$ cat config.mk
export PLATFORM = sky130hd
export DESIGN_NAME = pipe_de_stage
export DESIGN_NICKNAME = d
export VERILOG_FILES = /design/src/rtl/pipe_de_stage.sv
export SDC_FILE = /design/constraint.sdc
export NUM_CORES = 1
export LEC_CHECK = 0
export BUFFER_PORTS_ARGS = -buffer_cell sky130_fd_sc_hd__buf_4
export CORE_AREA = 2 2 164 166
export CTS_CLUSTER_DIAMETER = 50
export CTS_CLUSTER_SIZE = 12
export DETAILED_ROUTE_END_ITERATION = 16
export DIE_AREA = 0 0 166 168
export PLACE_DENSITY = 0.56
export SYNTH_ARGS = -nofsm -noshare
export SYNTH_HDL_FRONTEND = slang
export SYNTH_SLANG_ARGS = --single-unit
$ cat constraint.sdc
create_clock -name clock -period 8.7 [get_ports clock]
set_clock_uncertainty 0.15 [all_clocks]
set_input_delay 1.305 -clock clock [delete_from_list [all_inputs] [get_ports clock]]
set_output_delay 1.305 -clock clock [all_outputs]
set_load 0.05 [all_outputs]
$ cat src/rtl/pipe_de_stage.sv
// ID/EXE boundary: operand bypass select, load-use stall detection, the ID/EXE
// pipeline register with bubble insertion, and a saturating stall-cycle counter.
module pipe_de_stage #(
  parameter int DW = 32,
  parameter int CW = 16
) (
  input  logic          clock,
  input  logic          reset,
  input  logic          ID_wreg,
  input  logic          ID_m2reg,
  input  logic          ID_wmem,
  input  logic          ID_aluimm,
  input  logic          ID_shift,
  input  logic          ID_jal,
  input  logic [3:0]    ID_aluc,
  input  logic          ID_uses_rs,
  input  logic          ID_uses_rt,
  input  logic [4:0]    ID_rs,
  input  logic [4:0]    ID_rt,
  input  logic [4:0]    ID_write_reg_number,
  input  logic [DW-1:0] ID_qa,
  input  logic [DW-1:0] ID_qb,
  input  logic [DW-1:0] ID_imm,
  input  logic [DW-1:0] ID_pc4,
  input  logic [1:0]    fwd_q1_sel,
  input  logic [1:0]    fwd_q2_sel,
  input  logic [DW-1:0] EXE_alu_result,
  input  logic [DW-1:0] MEM_alu_result,
  input  logic [DW-1:0] MEM_load_data,
  input  logic          EXE_wreg_in,
  input  logic          EXE_m2reg_in,
  input  logic [4:0]    EXE_write_reg_number_in,
  input  logic          flush,
  output logic          stall,
  output logic          EXE_wreg,
  output logic          EXE_m2reg,
  output logic          EXE_wmem,
  output logic          EXE_aluimm,
  output logic          EXE_shift,
  output logic          EXE_jal,
  output logic [3:0]    EXE_aluc,
  output logic [4:0]    EXE_write_reg_number,
  output logic [DW-1:0] EXE_a,
  output logic [DW-1:0] EXE_b,
  output logic [DW-1:0] EXE_imm,
  output logic [DW-1:0] EXE_pc4,
  output logic [CW-1:0] stall_count
);

  logic [DW-1:0] op_a, op_b;
  logic          load_in_exe;
  logic          bubble;

  logic          wreg_q, m2reg_q, wmem_q, aluimm_q, shift_q, jal_q;
  logic          wreg_d, m2reg_d, wmem_d, aluimm_d, shift_d, jal_d;
  logic [3:0]    aluc_q, aluc_d;
  logic [4:0]    wn_q, wn_d;
  logic [DW-1:0] a_q, a_d, b_q, b_d, imm_q, imm_d, pc4_q, pc4_d;
  logic [CW-1:0] stall_cnt_q, stall_cnt_d;

  always_comb begin
    unique case (fwd_q1_sel)
      2'b00:   op_a = ID_qa;
      2'b01:   op_a = EXE_alu_result;
      2'b10:   op_a = MEM_alu_result;
      default: op_a = MEM_load_data;
    endcase
    unique case (fwd_q2_sel)
      2'b00:   op_b = ID_qb;
      2'b01:   op_b = EXE_alu_result;
      2'b10:   op_b = MEM_alu_result;
      default: op_b = MEM_load_data;
    endcase
  end

  // A load in EXE targeting r0 never produces a value worth waiting for.
  assign load_in_exe = EXE_wreg_in & EXE_m2reg_in & (EXE_write_reg_number_in != 5'd0);
  assign stall = load_in_exe &
                 ((ID_uses_rs & (ID_rs == EXE_write_reg_number_in)) |
                  (ID_uses_rt & (ID_rt == EXE_write_reg_number_in)));
  assign bubble = flush | stall;

  always_comb begin
    wreg_d   = ID_wreg;
    m2reg_d  = ID_m2reg;
    wmem_d   = ID_wmem;
    aluimm_d = ID_aluimm;
    shift_d  = ID_shift;
    jal_d    = ID_jal;
    aluc_d   = ID_aluc;
    wn_d     = ID_write_reg_number;
    a_d      = op_a;
    b_d      = op_b;
    imm_d    = ID_imm;
    pc4_d    = ID_pc4;
    if (bubble) begin
      wreg_d   = 1'b0;
      m2reg_d  = 1'b0;
      wmem_d   = 1'b0;
      aluimm_d = 1'b0;
      shift_d  = 1'b0;
      jal_d    = 1'b0;
      aluc_d   = 4'd0;
      wn_d     = 5'd0;
      a_d      = '0;
      b_d      = '0;
      imm_d    = '0;
      pc4_d    = '0;
    end
    stall_cnt_d = stall_cnt_q;
    if (stall && (stall_cnt_q != {CW{1'b1}})) stall_cnt_d = stall_cnt_q + CW'(1);
  end

  always_ff @(posedge clock or posedge reset) begin
    if (reset) begin
      wreg_q      <= 1'b0;
      m2reg_q     <= 1'b0;
      wmem_q      <= 1'b0;
      aluimm_q    <= 1'b0;
      shift_q     <= 1'b0;
      jal_q       <= 1'b0;
      aluc_q      <= 4'd0;
      wn_q        <= 5'd0;
      a_q         <= '0;
      b_q         <= '0;
      imm_q       <= '0;
      pc4_q       <= '0;
      stall_cnt_q <= '0;
    end else begin
      wreg_q      <= wreg_d;
      m2reg_q     <= m2reg_d;
      wmem_q      <= wmem_d;
      aluimm_q    <= aluimm_d;
      shift_q     <= shift_d;
      jal_q       <= jal_d;
      aluc_q      <= aluc_d;
      wn_q        <= wn_d;
      a_q         <= a_d;
      b_q         <= b_d;
      imm_q       <= imm_d;
      pc4_q       <= pc4_d;
      stall_cnt_q <= stall_cnt_d;
    end
  end

  assign EXE_wreg             = wreg_q;
  assign EXE_m2reg            = m2reg_q;
  assign EXE_wmem             = wmem_q;
  assign EXE_aluimm           = aluimm_q;
  assign EXE_shift            = shift_q;
  assign EXE_jal              = jal_q;
  assign EXE_aluc             = aluc_q;
  assign EXE_write_reg_number = wn_q;
  assign EXE_a                = a_q;
  assign EXE_b                = b_q;
  assign EXE_imm              = imm_q;
  assign EXE_pc4              = pc4_q;
  assign stall_count          = stall_cnt_q;

endmodule

==> results.json, run 1 <==
{
  "yosys-top-cells-area": "dfrtp_1, mux4_2, and2_1",
  "grt_pass1_vias": 5880,
  "synthCells": 474,
  "synth_adder_area_share_pct": 0.175,
  "drt_iter0_drc": 204,
  "clk-insertion-delay-late_ns": 0.42,
  "start_util_pct": 27.1,
  "syn_nets": 740,
  "grt_max_degree": 98,
  "final.setup.tns_ns": 0,
  "clock_power_share_pct": 37.7,
  "dr.pass1.iters": 4,
  "cts_tree": "done",
  "path_clk_slew_ns": 0.07,
  "ant_nets": 0,
  "dpl_worst_slack_ns": 4.28,
  "synth_top_family_by_area": "multiplexers",
  "path_class": "input port to output pin",
  "drive_above_1_share_pct": 63.2,
  "cts_made_buffers": 17,
  "row_count": 60,
  "slew_headroom_pct": 38.3,
  "layout_commonest_cell": "buf_4",
  "grt_pass1_wl_mm": 35.6,
  "status": "finished, final reports clean",
  "p_total_uw": 2080,
  "power_switching_uw": 637,
  "power_leakage_uw": 0.00543,
  "synthSimpleGateAreaFrac_pct": 16.5,
  "finalSetupViolations": 0,
  "routed_wirelength_mm": 23.6,
  "cts_sinks": 159,
  "mostFrequentLayoutCells": "buf_4, dfrtp_1, and2_1, mux4_2, and2_2",
  "synthFlopType": "dfrtp_1",
  "n_antenna_cell": 0,
  "die_h_um": 168,
  "rsz0062_at_grt": "false",
  "synth-seq-cells": 159,
  "ys_types": 35,
  "synthMuxAreaShare_pct": 20.3,
  "dpl_cell_area_um2": 10600,
  "crit_fanout": 18,
  "worstPathRequired_ns": 7.24,
  "antenna_found_initial": 0,
  "clock.fmax_ghz": 0.233,
  "cts_max_level": 4,
  "die_area_um2": 27900,
  "n_fill_cell": 2564,
  "synth_xor_xnor_area_share_pct": 2.94,
  "yosysTopAreaCell": "dfrtp_1",
  "cts-root-buf": "clkbuf_16",
  "viasPerCell": 4.40,
  "multi_input_area_um2": 2940,
  "post-dp-hpwl_mm": 18.1,
  "synth_top_area_share_pct": 55.7,
  "critPathCaptureType": "output pin",
  "fin_crit_sh_pct": 49.2,
  "fin_crit_ns": 4.28,
  "yosysSeqAreaShare_pct": 55.7,
  "hold_viol": 0,
  "ys_warn_count": 0,
  "final_cell_area_um2": 11200,
  "via_count": 5469,
  "ir_drop_v": 0.000117,
  "num-nets-final": 1154,
  "drv_slew": 0,
  "cts_setup_buffers": 0,
  "place_inst": 1210,
  "synth-edff-count": 0,
  "synth_area_um2": 7140,
  "p_int_uw": 1440,
  "io_buffers": 424,
  "grt.overflow.total": 0,
  "power_frac_comb_pct": 23.6,
  "seqPwrFrac_pct": 38.7,
  "power_per_cell_area_nw_per_um2": 186,
  "synth.avg_cell_area_um2": 15.1,
  "async_flop_share_pct": 100,
  "cts.path.max_buffers": 2,
  "pin_count": 425,
  "cts_resized": 0,
  "instances_no_fill": 1242,
  "setup.worst_path.start_class": "input port",
  "syn2layout_area_growth_pct": 56.4,
  "seqCellArea_um2": 3980,
  "synth_compound_gate_area_share_pct": 1.23,
  "swShare_pct": 30.7,
  "hold_buffers": 0,
  "routabilityCongestion": 0.772,
  "layout_setup_ws_ns": 4.42,
  "dieWidth_um": 166,
  "drv_cap": 0,
  "drc_errors": 0,
  "core_area_um2": 26400,
  "post_drt_wl_per_cell_um": 19.0,
  "hp-class": "flop to flop",
  "tightest_slew_ns": 0.924,
  "grt_util_all_layers_pct": 16.9,
  "cp.arrival_ns": 2.83
}
-- synthesized netlist by cell type, drive strengths merged, types with 2 or more instances --
| master | n |
|---|---|
| and2 | 144 |
| nand3 | 11 |
| xnor2 | 23 |
| a21oi | 2 |
| nor3 | 2 |
| buf | 12 |
| and4 | 2 |
| nand4 | 6 |
| clkbuf | 19 |
| mux4 | 64 |
| and3 | 4 |
| nor2 | 2 |
| nand2 | 7 |
| inv | 2 |
| dfrtp | 159 |
-- logic make-up after synthesis --
group / count (synthesis)
xor+xnor: 24
flops: 159
fa+ha+maj: 1
mux: 65
simple gates: 184
buf+inv: 33
compound gates: 8
-- per-layer routing --
layer	track usage, %	up-vias	wire length (um)
met2	29.6	244	12400
met3	7.08	14	2260
met4	3.71	0	227
met1	19.2	2717	8740
li1	-	2494	-
met5	0	-	0
-- per-stage QoR --
| stage | hold slack (ns) | utilization (%) |
|---|---|---|
| floorplan | 0.651 | - |
| global placement | 0.347 | 40.1 |
| detailed placement | 0.342 | 40.1 |
| CTS | 0.352 | 42.4 |
| global route | 0.388 | 42.4 |
| finish | 0.349 | 42.4 |
-- power by group through the flow --
stage | registers (uW) | logic [uW] | clock network [uW]
final | 802 | 490 | 783
after detailed placement | 816 | 498 | 0
after CTS | 802 | 498 | 808
after global placement | 815 | 495 | 0
after floorplan | 981 | 128 | 0
after global routing | 807 | 518 | 843
-- worst max-delay path, stage by stage --
cell	delay, ns
buf_4	0.12
xnor2_1	0.17
nand4_1	0.13
o22ai_2	0.65
and2_2	0.26
buf_4	0.19
-- area by class of cell --
cell class,instances,area share [%]
Sequential cell,159,35.6
Clock buffer,18,3.93
Inverter,2,0.112
Tap cell,341,3.82
Clock inverter,14,1.56
Multi-Input combinational cell,282,26.3
Timing Repair Buffer,426,28.6
-- flip-flops by register name, indices dropped and copies added (netlist names), 4 cells and up --
signal	flops
stall_count	16
EXE_aluc	4
EXE_pc4	32
EXE_imm	32
EXE_a	32
EXE_write_reg_number	5
EXE_b	32
-- path summary, 6_finish.rpt --
kind,slack (ns),endpoint,depth (start not counted),from
setup / recovery,4.42,stall,6,EXE_write_reg_number_in[1]
hold / removal,0.35,stall_count[7],1,stall_count[7]
setup reg to reg,6.52,stall_count[1],6,stall_count[0]
hold reg to reg,0.35,stall_count[7],1,stall_count[7]
max in group asynchronous,5.98,EXE_pc4[4],3,reset
min in group asynchronous,0.88,EXE_pc4[28],2,reset
Power figures use the tool's default switching activity.
==> run 2, diff against run 1 <==
- CORE_AREA: 2 2 164 166 -> 2 2 163 165
- DIE_AREA: 0 0 166 168 -> 0 0 165 167
- PLACE_DENSITY: 0.56 -> 0.58
- clock period: 8.7 -> 3.5 ns (I/O delays scaled with it)
==> run 2 against run 1 <==
Non-clock buffer count up 4; final cell count unchanged; final area up 0.16%; worst hold slack worse by 0.28 ns; core utilization up 1.0 points; count of clock-buffer cells in the layout down 1; first-iteration DRC count up 21%; sequential power up 150%; critical path depth down 1; critical endpoint unchanged; largest cell class unchanged.
==> results.json, run 2 (synthesized netlist as in run 1, its figures left out) <==
{
  "clk-insertion-delay-late_ns": 0.42,
  "critPathCaptureType": "output pin",
  "tightest_slew_ns": 0.690,
  "grt_pass1_vias": 6103,
  "ir_drop_v": 0.000229,
  "hold_buffers": 0,
  "routed_wirelength_mm": 23.8,
  "cts_made_buffers": 17,
  "path_clk_slew_ns": 0.07,
  "syn2layout_area_growth_pct": 56.6,
  "final.setup.tns_ns": 0,
  "routabilityCongestion": 0.790,
  "hp-class": "input port to async pin",
  "slew_headroom_pct": 54.0,
  "clock.fmax_ghz": 0.400,
  "setup.worst_path.start_class": "input port",
  "die_h_um": 167,
  "rrSetupSlack_ns": 1.29,
  "grt_max_degree": 75,
  "grt_util_all_layers_pct": 17.2,
  "final_core_util_pct": 43.4,
  "drt_iter0_drc": 247,
  "die_area_um2": 27600,
  "post_drt_wl_per_cell_um": 19.2,
  "rsz0062_at_grt": "false",
  "cts_tree": "done",
  "path_class": "input port to output pin",
  "swShare_pct": 32.2,
  "cts_sinks": 159,
  "drive_above_1_share_pct": 63.3,
  "num-nets-final": 1158,
  "status": "finished, final reports clean",
  "n_fill_cell": 2412,
  "worstPathRequired_ns": 2.82,
  "fin_crit_ns": 2.50,
  "drc_errors": 0,
  "cp.arrival_ns": 1.83,
  "drv_cap": 0,
  "power_frac_comb_pct": 24.1,
  "reg2reg_to": "stall_count[1]",
  "antenna_found_initial": 4,
  "row_count": 59,
  "cts_setup_buffers": 0,
  "core_area_um2": 25800,
  "seqPwrFrac_pct": 39.3,
  "power_switching_uw": 1640,
  "fin_crit_sh_pct": 71.5,
  "cts-root-buf": "clkbuf_16",
  "viasPerCell": 4.43,
  "finalSetupViolations": 0,
  "crit_fanout": 5,
  "mostFrequentLayoutCells": "buf_4, dfrtp_1, and2_1, mux4_2, and2_2",
  "dr.pass1.iters": 4,
  "dieWidth_um": 165,
  "power_leakage_uw": 0.00544,
  "grt_pass1_wl_mm": 35.3,
  "post-dp-hpwl_mm": 18.4,
  "grt.overflow.total": 0,
  "cts.path.max_buffers": 2,
  "rr_worst_depth": 6,
  "hold_viol": 0,
  "start_util_pct": 27.7,
  "p_int_uw": 3440,
  "drv_slew": 0,
  "layout_commonest_cell": "buf_4",
  "io_buffers": 424,
  "ant_nets": 0,
  "r2r-start": "stall_count[0]",
  "cts_resized": 0,
  "power_per_cell_area_nw_per_um2": 454,
  "via_count": 5505,
  "pin_count": 425,
  "cts_max_level": 4,
  "clock_power_share_pct": 36.6
}
==> run 2: how the worst max path moves through the flow <==
stage / from / endpoint / slack, ns
global route: EXE_write_reg_number_in[1] / stall / 0.97
detailed placement: EXE_write_reg_number_in[1] / EXE_a[18] / 0.84
floorplan: reset / EXE_a[0] / 0.81
global placement: EXE_write_reg_number_in[1] / EXE_a[18] / 0.86
CTS: EXE_write_reg_number_in[1] / stall / 0.99
finish: EXE_write_reg_number_in[1] / stall / 1.0
==> run 2: metrics by stage <==
| step | power (uW) | hold slack, ns | std cells | setup WS [ns] | cell area, um2 |
|---|---|---|---|---|---|
| after global routing | 5310 | 0.0964 | 1242 | 0.966 | 11200 |
| final | 5080 | 0.0680 | 1242 | 0.998 | 11200 |
| after detailed placement | 3270 | 0.347 | 1208 | 0.843 | 10600 |
| after global placement | 3260 | 0.356 | 1208 | 0.864 | 10600 |
| after CTS | 5160 | 0.0738 | 1240 | 0.993 | 11200 |
| after floorplan | 2760 | 0.504 | 474 | 0.810 | 7150 |
==> run 2: area by class of cell <==
class / count / area (um2) / share of cell area [%]
Sequential cell: 159 / 3980 / 35.6
Inverter: 2 / 11.3 / 0.101
Clock buffer: 17 / 425 / 3.80
Antenna cell: 2 / 5.00 / 0.0447
Tap cell: 335 / 419 / 3.75
Clock inverter: 15 / 166 / 1.49
Multi-Input combinational cell: 282 / 2940 / 26.3
Timing Repair Buffer: 430 / 3240 / 29.0
==> run 2: critical path, stage by stage <==
cell     delay [ns]
buf_4          0.13
or4_4          0.54
o211a_4        0.27
and2_2         0.18
buf_4          0.18
==> run 2: metal layers <==
metal	GRT usage [%]	routed length (um)	vias up
met5	0	23	-
met4	5.75	520	4
met3	8.12	2860	30
met2	29.5	12100	275
met1	18.5	8240	2691
li1	-	-	2505
==> run 2: power by group through the flow <==
stage,clock network [uW],registers (uW),logic [uW]
2_1_floorplan,0,2440,318
3_3_place_gp,0,2030,1230
3_5_place_dp,0,2030,1240
4_1_cts,1930,1990,1240
5_1_grt,2010,2000,1300
6_report,1860,1990,1220
